`config.mk`:
```
export PLATFORM = sky130hd
export DESIGN_NAME = vit_acs_array
export DESIGN_NICKNAME = d
export VERILOG_FILES = /design/src/rtl/vit_acs_array.sv
export SDC_FILE = /design/constraint.sdc
export NUM_CORES = 1
export LEC_CHECK = 0
export ABC_AREA = 1
export ABC_CLOCK_PERIOD_IN_PS = 6650
export BUFFER_PORTS_ARGS = -buffer_cell sky130_fd_sc_hd__buf_2
export CORE_MARGIN = 5
export CORE_UTILIZATION = 40
export DETAILED_ROUTE_END_ITERATION = 10
export PLACE_DENSITY_LB_ADDON = 0.2
export SLEW_MARGIN = 20
export SYNTH_ARGS = -nofsm -noshare
export SYNTH_HDL_FRONTEND = slang
export SYNTH_SLANG_ARGS = --single-unit
export TNS_END_PERCENT = 1
```
`constraint.sdc`:
```
create_clock -name clk -period 6.65 [get_ports clk]
set_clock_uncertainty 0.05 [all_clocks]
set_input_delay 0.3325 -clock clk [delete_from_list [all_inputs] [get_ports clk]]
set_output_delay 0.3325 -clock clk [all_outputs]
set_load 0.05 [all_outputs]
```
`src/rtl/vit_acs_array.sv`:
```
// Registered add-compare-select array for a rate-1/2 hard-decision Viterbi decoder.
// One trellis step per valid symbol; metric normalisation and best-state search.
module vit_acs_array #(
  parameter int W = 4,
  parameter int K = 3,
  parameter logic [K-1:0] G0 = 3'b111,
  parameter logic [K-1:0] G1 = 3'b101
) (
  input  logic                    clk,
  input  logic                    reset,
  input  logic                    start,
  input  logic                    sym_valid,
  input  logic [1:0]              rx_sym,
  output logic                    dec_valid,
  output logic [(1<<(K-1))-1:0]   dec_bits,
  output logic [K-2:0]            best_state,
  output logic [W-1:0]            best_metric,
  output logic                    norm_pulse
);

  localparam int NS = 1 << (K-1);
  localparam logic [W-1:0] INF  = '1;
  localparam logic [W-1:0] HALF = {1'b1, {(W-1){1'b0}}};

  logic [W-1:0] pm     [NS];
  logic [W-1:0] sum0   [NS];
  logic [W-1:0] sum1   [NS];
  logic [W-1:0] pm_acs [NS];
  logic [W-1:0] pm_nxt [NS];
  logic [NS-1:0] dec_nxt;
  logic          all_high;
  logic [K-2:0]  best_s;
  logic [W-1:0]  best_m;

  function automatic logic [1:0] hamming(input logic [1:0] x);
    return {1'b0, x[1]} + {1'b0, x[0]};
  endfunction

  // An unreached metric stays unreached; finite sums clamp at all-ones.
  function automatic logic [W-1:0] add_sat(input logic [W-1:0] m, input logic [1:0] bm);
    logic [W:0] s;
    if (m == INF) return INF;
    s = {1'b0, m} + {{(W-1){1'b0}}, bm};
    return s[W] ? INF : s[W-1:0];
  endfunction

  for (genvar g = 0; g < NS; g++) begin : g_acs
    localparam logic [K-2:0] SN = (K-1)'(g);
    localparam logic [K-2:0] P0 = {SN[K-3:0], 1'b0};
    localparam logic [K-2:0] P1 = {SN[K-3:0], 1'b1};
    localparam logic [K-1:0] R0 = {SN[K-2], P0};
    localparam logic [K-1:0] R1 = {SN[K-2], P1};
    localparam logic [1:0]   C0 = {^(R0 & G1), ^(R0 & G0)};
    localparam logic [1:0]   C1 = {^(R1 & G1), ^(R1 & G0)};

    assign sum0[g]    = add_sat(pm[P0], hamming(rx_sym ^ C0));
    assign sum1[g]    = add_sat(pm[P1], hamming(rx_sym ^ C1));
    // Ties go to the upper predecessor.
    assign dec_nxt[g] = sum1[g] < sum0[g];
    assign pm_acs[g]  = dec_nxt[g] ? sum1[g] : sum0[g];
  end

  always_comb begin
    all_high = 1'b1;
    for (int s = 0; s < NS; s++)
      if (!pm_acs[s][W-1]) all_high = 1'b0;
    for (int s = 0; s < NS; s++)
      pm_nxt[s] = (all_high && pm_acs[s] != INF) ? pm_acs[s] - HALF : pm_acs[s];
  end

  always_comb begin
    best_s = '0;
    best_m = pm_nxt[0];
    for (int s = 1; s < NS; s++)
      if (pm_nxt[s] < best_m) begin
        best_s = (K-1)'(s);
        best_m = pm_nxt[s];
      end
  end

  always_ff @(posedge clk) begin
    if (reset || start) begin
      for (int s = 0; s < NS; s++) pm[s] <= (s == 0) ? '0 : INF;
      dec_valid   <= 1'b0;
      dec_bits    <= '0;
      best_state  <= '0;
      best_metric <= '0;
      norm_pulse  <= 1'b0;
    end else begin
      dec_valid <= sym_valid;
      if (sym_valid) begin
        for (int s = 0; s < NS; s++) pm[s] <= pm_nxt[s];
        dec_bits    <= dec_nxt;
        best_state  <= best_s;
        best_metric <= best_m;
        norm_pulse  <= all_high;
      end
    end
  end

endmodule

```
[Word-level counts from Yosys, hierarchy flattened]
Memories as Yosys holds them, arrays and structs flattened.
Index checks and enable logic that the tools add are counted.
Storage, ports and cells
  register bits after elaboration: 12
  memory bits (writable): 16
  bits of input ports: 6
  output and inout port bits: 12
  word-level logic and storage cells: 100
  memories kept: 1
Memories
  pm: words 4, width 4, read ports 4, clocked after memory_dff 0, write ports 4, RTL line 25  | logic [W-1:0] pm [NS];
Cells by class
  add/subtract/negate cells: 16
  $lt $le $gt $ge: 7
  equal/unequal tests: 8
  muxes and demuxes: 51
  bitwise operators: 7
  reductions and logical operators: 5
Operators with widths (count)
  $mux 4: 35
  $add 4x2->5: 8
  $lt 4x4->1: 7
  $eq 4x4->1 const B: 4
  $ne 4x4->1 const B: 4
  $sub 4x4->4 const B: 4
  $mux 1: 14
  $add 1x1->2: 4
  $logic_and 1x1->1: 4
  $mux 2: 2
  $or 1x1->1: 4
  $not 1->1: 2
  $not 2->2: 1
  $logic_or 1x1->1: 1

[Depth between registers and ports, before layout]
  depth after elaboration: 19
  gate-level depth with buffers: 41
  mapped depth without buffers: 41

[Worst setup path before layout]
No wires, ideal clock.
  path kind: input to register
  from: in rx_sym[0]
  to: reg best_metric[0]
  library setup time: 113 ps
  arrival time: 5253 ps
  required time: 6487 ps
  slack: 1234 ps
  stages on the path: 35
  path buffers: 0
  cells stage by stage: inv_1 -> ha_1 -> ha_1 -> ha_1 -> inv_1 -> nand2_2 -> o21ai_0 -> o21ai_0 -> nor2_1 -> inv_1 -> ha_1 -> inv_1 -> a21oi_1 -> nand2_2 -> nand2_1 -> o21ai_0 -> or3_1 -> a21oi_1 -> inv_1 -> ha_1 -> a21oi_1 -> nand2_2 -> o21ai_0 -> ha_1 -> nand2_1 -> nand2_1 -> nand2_2 -> nand2_4 -> nand2_1 -> o21ai_0 -> ha_1 -> a21oi_1 -> nand3_1 -> nand3_1 -> nand2_1
RTL lines
  from (decl): RTL line 13  | input logic [1:0] rx_sym,
  to (signal assigned): RTL line 95  | best_metric <= best_m;
  to (decl): RTL line 17  | output logic [W-1:0] best_metric,

==> qor.yml <==
cells_and_area:
  post-route-cell-area_um2: 3308
  nNetsFinal: 514
  multi_input_area_um2: 1983
  layout_common_cells: "nand2_1, inv_1, ha_1"
  drive_above_1_share_pct: 15.22
  antennaDiodeCount: 0
  finalNonFillerCells: 562
  final_common_cell: "nand2_1"
  regArea_um2: 720.7
  fillers: 811
  area_delta_synth_final_pct: 8.051
detailed_routing:
  drc: 0
  drt_first_iter_violations: 119
  wirelength_mm: 6.726
  drtAntennaViolNets: 0
  via_count: 2667
  detail_route.wl_per_cell_um: 11.97
  via_per_inst: 4.746
  drtPass1Iterations: 4
clock_network:
  postCtsSetupBuffers: 0
  cts_made_buffers: 3
  clock-root-buffer: "clkbuf_8"
  cts-hold-fix-buffers: 0
  clock_sinks: 28
  clkTransAtPathRegs_ns: 0.09
  clk-insertion-delay-late_ns: 0.27
  clock_path_buffers: 2
  cts.htree.levels: 1
  cts_resized: 0
  cts_tree: "done"
logic_synthesis:
  synth_top_family_by_area: "simple AND/OR/NAND/NOR gates"
  synthesis.area_um2: 3062
  yosys.area_share.simple_pct: 31.30
  synth_cell_types: 37
  synth_cells: 440
  synth_warnings: 0
  synthMuxAreaShare_pct: 0
  ys_seq_area_share_pct: 23.54
  synth-xor-area-share_pct: 2.289
  syn_nets: 493
  ys_ff_latch: 28
  synth_compound_area_share_pct: 11.97
  synth-adder-area-share_pct: 19.21
  synth.avg_cell_area_um2: 6.958
floorplan:
  die_area_um2: 9504
  start_util_pct: 40.25
  ioPinCount: 18
  coreArea_um2: 7607
  die_h_um: 97.49
  fp.dieW_um: 97.49
  std_cell_rows: 32
sta:
  hold_viol_final: 0
  hold_slack_ns: 0.4016
  fmax_mhz: 167.0
  worst_pin_slew_ns: 0.6120
  fin_crit_sh_pct: 90.03
  drv_slew: 0
  max-slew-margin-rel_pct: 59.16
  rsz0062_at_grt: "no"
  finalSetupTns_ns: 0
  setup_viol: 0
  min_period_ns: 5.987
power_and_ir_drop:
  finalPower_mw: 0.6906
  power_density_nw_per_um2: 208.8
  irDropWorstVdd_mv: 0.1049
  leakagePower_nw: 1.735
grt:
  grt_antenna_before_repair: 0
  grt_overflow: 0
  grt_max_degree: 17
  grt_pass1_vias: 2480
  grt_first_pass_wirelength_mm: 11.37
  grt_usage_pct: 14.36
place:
  postPlaceCellArea_um2: 3263
  dp_hpwl_mm: 5.553
  port-buffer-count: 17
  dp.cells: 558
  gp_congestion: 0.8632
worst_setup_path:
  critical_path_class: "input port to flip-flop"
  cp.required_ns: 6.77
  path_common_cell: "ha_1"
  r2r_start: "pm[0][1]"
  crit_path_top_delay_cell: "a21oi_1"
  endpoint_kind: "flip-flop"
  worstPathArrival_ns: 6.11
  critPathLaunchType: "input port"
  slowest_delay_ns: 0.45
  critPathMaxFanout: 7
  startpoint: "rx_sym[0]"
min_path:
  hold_path_class: "flip-flop to flip-flop"
  hold_start: "best_metric[2]"
run_status:
  status: "complete, no violations"
job:
  maxCapViolations: 0
per-stage QoR:
stage	setup slack [ns]	util (%)
after global placement	0.6636	42.89
after floorplan	1.234	-
after CTS	0.6766	43.49
after detailed placement	0.4024	42.89
final	0.6628	43.49
after global routing	0.06847	43.49
layer usage:
layer | vias to the layer above | track usage [%] | part of all wire [%]
met5 | - | 0 | 0
met2 | 34 | 24.20 | 45
met1 | 1199 | 20.45 | 51
li1 | 1432 | - | -
met4 | 0 | 2.343 | 0.43
met3 | 2 | 0.9332 | 3.0
worst paths after layout:
path	to	slack, ns	depth (start not counted)
max	best_metric[1]	0.66	36
min	best_metric[2]	0.40	2
max reg2reg	best_metric[1]	0.77	34
min reg2reg	best_metric[2]	0.40	2
final cells by class:
cell class / count / share of cell area [%]
Multi-Input combinational cell: 324 / 59.95
Sequential cell: 28 / 21.79
Inverter: 82 / 9.342
Tap cell: 102 / 3.858
Timing Repair Buffer: 22 / 3.707
Clock buffer: 4 / 1.362
sequential cells by signal, summed over array words and instances (netlist names):
register and cells:
best_state 2, dec_bits 4, best_metric 4, norm_pulse 1, pm 16, dec_valid 1
critical path: cells and delay by family:
kind | cells | cell delay, ns
AOI/OAI and AO/OA | 9 | 1.96
buffers and inverters | 7 | 0.53
and+or+nand+nor | 13 | 1.54
adders and majority gates | 7 | 1.76
power by group:
group	leakage [nW]	switching, mW	total, mW	internal [mW]
clock network	0.0228	0.0529	0.0958	0.0430
logic	1.47	0.253	0.390	0.137
registers	0.240	0.0105	0.205	0.194
total	1.73	0.316	0.691	0.375
cells in the mapped netlist, drive strengths merged:
cell type / instances / share of area, %
a31oi: 3 / 0.61
xnor2: 4 / 1.1
xor2: 4 / 1.1
nor3: 2 / 0.33
nor2: 41 / 5.6
o21a: 2 / 0.49
nor4: 1 / 0.20
or3: 1 / 0.20
ha: 47 / 19
o211ai: 3 / 0.90
a22o: 1 / 0.29
or2: 6 / 1.2
a21boi: 1 / 0.25
nand3b: 1 / 0.25
clkinv: 1 / 0.16
nand3: 19 / 4.0
clkbuf: 1 / 0.12
dfxtp: 12 / 7.8
edfxtp: 16 / 16
nand2: 130 / 19
buf: 5 / 1.5
inv: 81 / 9.9
o21ai: 31 / 5.1
o21bai: 1 / 0.25
nand4: 3 / 0.61
a21oi: 23 / 4.1
logic make-up (layout without fill, tap and decap cells):
family                   count (synthesis)  count (layout)
XOR/XNOR                                 8               8
AND/OR/NAND/NOR                        204             204
buffers and inverters                   88             108
AO/OA/AOI/OAI                           65              65
flip-flops                              28              28
adder cells (fa/ha/maj)                 47              47
Note: power is estimated with default switching activity, not from simulation.
